## src/rtl/padd_pkg.sv

```systemverilog
// padd_pkg: shared types, default geometry and helpers for the pipelined
// carry-select adder/subtractor used by the structural ALU datapath.
package padd_pkg;

   typedef enum logic {
      OP_ADD = 1'b0,
      OP_SUB = 1'b1
   } padd_op_e;

   // Default geometry shared with the ALU top
   localparam int PADD_WIDTH  = 32;
   localparam int PADD_BLK    = 4;
   localparam int PADD_STAGES = 2;

   // Number of carry-select blocks covering the magnitude bits
   function automatic int nblk(input int width, input int blk);
      return width / blk;
   endfunction

endpackage

```

## src/rtl/csel_block.sv

```systemverilog
// csel_block: one carry-select slice. Two BLK-bit ripple adders run in
// parallel with carry-in 0 and 1; the real carry-in only drives the final mux,
// so the block's critical path is a single mux once the carry arrives.
module csel_block #(
   parameter int BLK = 4
) (
   input  logic [BLK-1:0] a,
   input  logic [BLK-1:0] b,
   input  logic           cin,
   output logic [BLK-1:0] sum,
   output logic           cout
);

   logic [BLK:0]   c0;
   logic [BLK:0]   c1;
   logic [BLK-1:0] s0;
   logic [BLK-1:0] s1;

   assign c0[0] = 1'b0;
   assign c1[0] = 1'b1;

   genvar gi;
   for (gi = 0; gi < BLK; gi++) begin : gen_bit
      assign s0[gi]    = a[gi] ^ b[gi] ^ c0[gi];
      assign c0[gi+1]  = (a[gi] & b[gi]) | (c0[gi] & (a[gi] ^ b[gi]));
      assign s1[gi]    = a[gi] ^ b[gi] ^ c1[gi];
      assign c1[gi+1]  = (a[gi] & b[gi]) | (c1[gi] & (a[gi] ^ b[gi]));
   end

   assign sum  = cin ? s1 : s0;
   assign cout = cin ? c1[BLK] : c0[BLK];

endmodule

```

## src/rtl/pipelined_csel_adder.sv

```systemverilog
// pipelined_csel_adder: WIDTH+1-bit two's complement adder/subtractor built
// from BLK-bit carry-select blocks spread evenly over STAGES register stages.
// The sign bit is a single full adder in the last stage, which also produces
// the cout/ovf/zero flags. The whole pipe advances as one unit on
// adv = !out_valid | out_ready.
// Optional feature: define PADD_SAT_EN to clamp the sum on signed overflow.
module pipelined_csel_adder
   import padd_pkg::*;
#(
   parameter int WIDTH  = PADD_WIDTH,
   parameter int BLK    = PADD_BLK,
   parameter int STAGES = PADD_STAGES
) (
   input  logic           clk,
   input  logic           rst,
   input  logic           in_valid,
   output logic           in_ready,
   input  padd_op_e       op,
   input  logic [WIDTH:0] a,
   input  logic [WIDTH:0] b,
   input  logic           cin,
   output logic           out_valid,
   input  logic           out_ready,
   output logic [WIDTH:0] sum,
   output logic           cout,
   output logic           ovf,
   output logic           zero
);

   localparam int NBLK = nblk(WIDTH, BLK);
   localparam int BPS  = NBLK / STAGES;   // blocks resolved per stage
   localparam int SW   = BPS * BLK;       // bits resolved per stage
   localparam int LAST = STAGES - 1;

   logic           adv;
   logic [WIDTH:0] b_eff;
   logic           c_eff;

   assign adv      = !out_valid || out_ready;
   assign in_ready = adv;

   // Subtraction is a + ~b + !cin, so a borrow-in becomes an inverted carry-in
   assign b_eff = (op == OP_SUB) ? ~b : b;
   assign c_eff = (op == OP_SUB) ? ~cin : cin;

   genvar gi, gj;
   for (gi = 0; gi < STAGES; gi++) begin : gen_stg
      localparam int LO  = gi * SW;           // sum bits already resolved
      localparam int OPW = WIDTH + 1 - LO;    // operand bits still pending

      logic [OPW-1:0]   a_s;
      logic [OPW-1:0]   b_s;
      logic             c_s;
      logic             v_s;
      logic [SW-1:0]    blk_sum;
      logic [BPS:0]     cy;
      logic [LO+SW-1:0] res_s;

      if (gi == 0) begin : g_src
         assign a_s   = a;
         assign b_s   = b_eff;
         assign c_s   = c_eff;
         assign v_s   = in_valid;
         assign res_s = blk_sum;
      end else begin : g_src
         assign a_s   = gen_stg[gi-1].g_reg.a_reg;
         assign b_s   = gen_stg[gi-1].g_reg.b_reg;
         assign c_s   = gen_stg[gi-1].g_reg.carry_reg;
         assign v_s   = gen_stg[gi-1].g_reg.valid_reg;
         assign res_s = {blk_sum, gen_stg[gi-1].g_reg.sum_reg};
      end

      assign cy[0] = c_s;

      for (gj = 0; gj < BPS; gj++) begin : gen_blk
         csel_block #(.BLK(BLK)) u_blk (
            .a    (a_s[gj*BLK +: BLK]),
            .b    (b_s[gj*BLK +: BLK]),
            .cin  (cy[gj]),
            .sum  (blk_sum[gj*BLK +: BLK]),
            .cout (cy[gj+1])
         );
      end

      if (gi < LAST) begin : g_reg
         logic [OPW-SW-1:0] a_reg;
         logic [OPW-SW-1:0] b_reg;
         logic [LO+SW-1:0]  sum_reg;
         logic              carry_reg;
         logic              valid_reg;

         // Stage valid: cleared by reset, otherwise follows the pipe advance
         always_ff @(posedge clk) begin
            if (rst) begin
               valid_reg <= 1'b0;
            end else if (adv) begin
               valid_reg <= v_s;
            end
         end

         // Stage data: resolved low bits, boundary carry, unconsumed operands
         always_ff @(posedge clk) begin
            if (adv) begin
               a_reg     <= a_s[OPW-1:SW];
               b_reg     <= b_s[OPW-1:SW];
               sum_reg   <= res_s;
               carry_reg <= cy[BPS];
            end
         end
      end
   end

   // Final stage: sign full adder and flags from the raw result
   logic           sa;
   logic           sb;
   logic           c_sign;
   logic           raw_sign;
   logic           cout_n;
   logic           ovf_n;
   logic           v_fin;
   logic [WIDTH:0] raw_sum;
   logic [WIDTH:0] fin_sum;

   assign sa       = gen_stg[LAST].a_s[SW];
   assign sb       = gen_stg[LAST].b_s[SW];
   assign c_sign   = gen_stg[LAST].cy[BPS];
   assign v_fin    = gen_stg[LAST].v_s;
   assign raw_sign = sa ^ sb ^ c_sign;
   assign cout_n   = (sa & sb) | (c_sign & (sa ^ sb));
   assign ovf_n    = c_sign ^ cout_n;
   assign raw_sum  = {raw_sign, gen_stg[LAST].res_s};

`ifdef PADD_SAT_EN
   // Clamp on overflow: a raw sign of 1 means the true result was too positive
   always_comb begin
      fin_sum = raw_sum;
      if (ovf_n) begin
         fin_sum = raw_sign ? {1'b0, {WIDTH{1'b1}}} : {1'b1, {WIDTH{1'b0}}};
      end
   end
`else
   assign fin_sum = raw_sum;
`endif

   // Output register: cleared by reset, held stable while the consumer stalls
   always_ff @(posedge clk) begin
      if (rst) begin
         out_valid <= 1'b0;
         sum       <= '0;
         cout      <= 1'b0;
         ovf       <= 1'b0;
         zero      <= 1'b0;
      end else if (adv) begin
         out_valid <= v_fin;
         sum       <= fin_sum;
         cout      <= cout_n;
         ovf       <= ovf_n;
         zero      <= (fin_sum == '0);
      end
   end

endmodule

```

## config.mk

```make
export PLATFORM = sky130hd
export DESIGN_NAME = pipelined_csel_adder
export DESIGN_NICKNAME = d
export VERILOG_FILES = /design/src/rtl/padd_pkg.sv /design/src/rtl/csel_block.sv /design/src/rtl/pipelined_csel_adder.sv
export SDC_FILE = /design/constraint.sdc
export NUM_CORES = 1
export LEC_CHECK = 0
export CELL_PAD_IN_SITES_DETAIL_PLACEMENT = 1
export CELL_PAD_IN_SITES_GLOBAL_PLACEMENT = 1
export CORE_MARGIN = 1
export CORE_UTILIZATION = 38
export CTS_CLUSTER_SIZE = 10
export DETAILED_ROUTE_END_ITERATION = 16
export PLACE_DENSITY = 0.85
export RECOVER_POWER = 50
export SLEW_MARGIN = 20
export SYNTH_ARGS = -nofsm -noshare
export SYNTH_HDL_FRONTEND = slang
export SYNTH_SLANG_ARGS = --single-unit
export TNS_END_PERCENT = 100
```

## constraint.sdc

```tcl
create_clock -name clk -period 9.4 [get_ports clk]
set_input_delay 1.88 -clock clk [delete_from_list [all_inputs] [get_ports clk]]
set_output_delay 1.88 -clock clk [all_outputs]
set_load 0.05 [all_outputs]
```

After elaboration in Yosys (flattened, before gate mapping)
Cells that the tools add are included.
W data, S select, Z words.

operators by class
  mux-type cells = 18
  bitwise operators = 232
  reduce and logical (&&, ||, !) cells = 3

operator list
  operator            number
  $xor A1 B1 Y1       83
  $and A1 B1 Y1       82
  $or A1 B1 Y1        57
  $logic_not A33 Y1   1
  $mux W33            1
  $not A33 Y33        1
  $mux W4             8
  $mux W1             9
  $not A1 Y1          9
  $logic_not A1 Y1    1
  $logic_or A1 B1 Y1  1

storage, ports and cells
  flip-flop bits (word level) = 89
  bits of input ports = 72
  output and inout port bits = 38
  word-level logic and storage cells = 263

Depth between registers and ports, before layout
  word-level depth = 15
  mapped depth = 28
  mapped depth without buffers = 28

Hierarchy
Synthesis repeated with hierarchy kept, for this count alone.

unflattened totals
  cell total of the unflattened synthesis = 386
  area total of the unflattened synthesis = 4391.7 sq um

modules (own cells, without submodules)
  module                instances  cells an instance  area each (sq um)  sequential area each (sq um)
  pipelined_csel_adder  1          266                3320.7             2292.2
  csel_block            8          15                 133.9              0.0

Least setup slack after synthesis
Ideal clock, no wire load.

  kind = input port to flip-flop
  from = in op
  to = reg gen_stg[0].g_reg.sum_reg[15], data pin
  library setup time = 269 ps
  data arrival time = 7468 ps
  data required time = 9131 ps
  slack = 1663 ps
  stages = 25
  path buffers = 1
  cells stage by stage = clkbuf_1 > xor2_1 > inv_1 > ha_1 > nand2_1 > o21ai_0 > fa_1 > fa_1 > inv_1 > fa_1 > mux2i_1 > fa_1 > inv_1 > fa_1 > inv_1 > fa_1 > mux2i_1 > fa_1 > fa_1 > fa_1 > mux2i_1 > fa_1 > fa_1 > inv_1 > fa_1

on the way
  word-level cells in the longest chain between the ends = 13
  elaborated cells on any way between the ends = 87
  classes of those cells = 6 x mux; 81 x bitwise

ends and longest elaborated chain
  element                                         RTL line                     RTL
  from (decl)                                     pipelined_csel_adder.sv:18   input padd_op_e op,
  $mux W33                                        pipelined_csel_adder.sv:43   assign b_eff = (op == OP_SUB) ? ~b : b;
  $and A1 B1 Y1 or $xor A1 B1 Y1 (tied branches)  --
  $or A1 B1 Y1                                    csel_block.sv:27             assign c1[gi+1] = (a[gi] & b[gi]) | (c1[gi] & (a[gi] ^ b[gi]));
  $and A1 B1 Y1                                   csel_block.sv:27
  $or A1 B1 Y1                                    csel_block.sv:27
  $and A1 B1 Y1                                   csel_block.sv:27
  $or A1 B1 Y1                                    csel_block.sv:27
  $and A1 B1 Y1                                   csel_block.sv:27
  $or A1 B1 Y1                                    csel_block.sv:27
  $mux W1 (3 in series)                           csel_block.sv:31             assign cout = cin ? c1[BLK] : c0[BLK];
  $mux W4 *                                       csel_block.sv:30             assign sum = cin ? s1 : s0;
  via gen_stg[0].blk_sum[15]                      pipelined_csel_adder.sv:55   logic [SW-1:0] blk_sum;
  to (signal assigned)                            pipelined_csel_adder.sv:106  sum_reg <= res_s;
  to (decl)                                       pipelined_csel_adder.sv:88   logic [LO+SW-1:0] sum_reg;

The timed path passes the listed nets; every way through them passes the cells marked *.
A chain may end at the register's enable or synchronous reset.

Final worst setup path
Same ends and word-level chain as after synthesis.

==> summary.txt <==
CTS
  • Post_cts resized: 0
  • Clock Latency Late Sink: 340 ps
  • CTS max path bufs: 2
  • H-tree Lvls: 3
  • Clk root buf: clkbuf_16
  • Clk sinks: 89
  • CTS Buf Count: 9
  • CTS tree: built
  • Post-CTS Setup Bufs: 0
  • Reg clk slew, reported paths: 60 ps
  • Hold buffer count at CTS: 0

Critical path
  • CP Capture Type: flop
  • Setup Crit Path Kind: input pin to flop
  • Largest stage delay, worst path: 710 ps
  • CP startpoint kind: input pin
  • Worst reg2reg path depth: 28
  • Crit path max fanout: 14
  • WP data arrival: 8480 ps
  • Crit path max-delay cell type: clkbuf_1
  • Crit path from: op
  • Reg2reg setup slack: 2260 ps
  • Top cell by count, worst path: fa_1
  • R2R Path Start: gen_stg[0].g_reg.a_reg[0]
  • Worst EP required: 9480 ps

Min path
  • Hold WC Path Type: flop to flop
  • Hold Path Origin: sum[21]
  • WHS Path Cells: 2

Cells and area
  • Max reg flops: 33
  • Sequential Area: 0.002292 mm2
  • Antenna Cells: 0
  • Cell area after layout: 0.005816 mm2
  • Post-layout nets: 595
  • Multi-input combinational cell area: 0.001729 mm2
  • Area growth syn-to-layout: 35.35%
  • FILL cells: 1179
  • Fraction of layout cells with a size suffix above 1: 4.723%

Placed design
  • Port buffer count: 109
  • GPL Wtd Cong: 0.7605
  • HPWL Detailed: 7822 um
  • Dpl cell area: 0.005528 mm2

Logic synthesis
  • Synth unique cells: 27
  • Main flop type after synthesis: edfxtp_1
  • Seq/Total Area, Yosys: 53.35%
  • Warnings, synthesis: 0
  • Ys async rst share: 0%
  • Post-synth EDFFs: 51
  • Register bit total from synthesis: 89
  • Syn Area/Cell: 11.49 um2
  • Syn_nets: 487
  • Mapped Area: 0.004297 mm2
  • Cells after Synth: 374

Floorplanning
  • Rows: 38
  • Total core area: 0.01094 mm2
  • Die width: 108.3 um
  • Die height: 108.3 um
  • Starting Density: 39.29%
  • Number of I/O pins: 110
  • Area of the die: 0.01174 mm2

Power
  • Clk pwr share: 28.2%
  • Switch share: 33.02%
  • Sw power: 407.8 uW
  • Reg power frac: 42.5%
  • Pint: 827.1 uW
  • P per Cell Area: 212.3 mW/mm2
  • VDD IR-drop max: 0.1236 mV
  • Leak: 0.002516 uW
  • Gate power share: 29.3%

Drt
  • Final WL: 10430 um
  • Routed len/inst: 16.63 um
  • Vias: 2925
  • Vias per cell: 4.665
  • Routed Antenna Nets: 0
  • DR iter-0 viols: 120
  • DRC: 0
  • Pre-antenna DRT Iters: 4

Timing
  • Clock skew: 6.424 ps
  • Final setup viols: 0
  • Final min period: 8403 ps
  • Slew Limit Fails: 35
  • Final hold violations: 0
  • Setup_tns: 0 ps
  • Fmax: 0.1190 GHz
  • Final Cycle Share: 89.40%
  • Slew HR: -13.42%
  • Measured slew at the worst slew-check pin: 1701 ps
  • RSZ-0062 raised after global routing: false

Flow run
  • Max-cap violations: 1

Run status
  • Status: finished with violations
  • Failing checks: capacitance limit, slew limit

GRT
  • Largest net degree at the start of global routing: 95
  • Total global routing overflow: 0
  • Global-route wire length before repair: 16150 um
  • Vias in the first global route: 3223
  • All-Layer GR Usage: 18.98%
  • Initial antenna violation count: 0
==> critical path, delay by kind of cell <==
kind | cells | cell delay (ps)
fa+ha+maj | 13 | 4600
buf+inv | 6 | 1080
mux | 3 | 450
xor+xnor | 1 | 250
compound gates | 1 | 120
simple gates | 1 | 50
==> power groups by stage <==
stage | Sequential [uW] | Clock (uW) | Combinational, uW
6_report | 525 | 348 | 362
5_1_grt | 533 | 368 | 393
4_1_cts | 528 | 355 | 380
3_5_place_dp | 536 | 0 | 375
3_3_place_gp | 531 | 0 | 360
2_1_floorplan | 627 | 0 | 133
==> cells in the final DEF, fill, tap and decap left out, drive strengths merged <==
cell / n
dlygate4sd3: 66
nand2: 62
inv: 57
edfxtp: 51
clkdlybuf4s50: 42
dfxtp: 38
a21oi: 30
xor2: 27
fa: 25
xnor2: 16
ha: 16
clkbuf: 15
nor2: 8
mux2i: 6
a211oi: 6
nor4: 4
buf: 3
o21ai: 2
nor4b: 2
clkinv: 2
nor2b: 1
clkinvlp: 1
nor4bb: 1
and4: 1
or4: 1
nand4: 1
nand2b: 1
nand3b: 1
o41ai: 1
==> metrics by stage <==
stage          hold slack [ps]  std cells  utilization (%)  setup slack [ps]  power [uW]
6_report                 448.5        627            53.18             996.7        1235
5_1_grt                  479.4        627            53.18             589.6        1294
4_1_cts                  452.6        627            53.23              1257        1263
3_5_place_dp             444.2        611            50.55             912.9       910.6
3_3_place_gp             438.3        611            50.55              1242       890.8
2_1_floorplan            432.2        374                -              1663       759.6
==> routing by layer <==
layer  GRT usage [%]  vias to the layer above  wire length [um]
li1                -                     1410                 -
met3           2.411                       16               262
met1           20.34                     1439              4018
met2           36.67                       60              5887
met4           8.687                        0               260
met5               0                        -                 0
==> worst paths after layout <==
check | to
worst min register to register | sum[21]
worst max register to register | zero
worst min-delay path | sum[21]
worst max-delay path | gen_stg[0].g_reg.sum_reg[15]
==> cell families after synthesis <==
family                   share of synthesized area, %
AO/OA/AOI/OAI                                   5.154
XOR/XNOR                                        8.765
adder cells (fa/ha/maj)                         16.31
buffers and inverters                           6.465
flip-flops                                      53.35
multiplexers                                    1.398
AND/OR/NAND/NOR                                 8.562
==> final cells by class <==
type / count / share of cell area, %
Timing Repair Buffer: 113 / 19.11
Clock inverter: 3 / 0.3873
Inverter: 57 / 3.701
Sequential cell: 89 / 39.41
Clock buffer: 13 / 4.647
Tap cell: 140 / 3.012
Multi-Input combinational cell: 212 / 29.73
==> Yosys cell counts (2+ instances only) <==
cell type	number	area, um2
a211oi_1	6	45.04
a21oi_1	30	150.1
buf_2	3	15.01
clkbuf_1	13	48.80
dfxtp_1	38	760.7
edfxtp_1	51	1531
fa_1	25	500.5
ha_1	16	200.2
inv_1	56	210.2
mux2i_1	6	60.06
nand2_1	62	232.7
nor2_1	8	30.03
nor4_1	3	18.77
nor4b_1	2	17.52
o21ai_0	2	10.01
xnor2_1	16	140.1
xor2_1	27	236.5
Note: power is estimated with default switching activity, not from simulation.
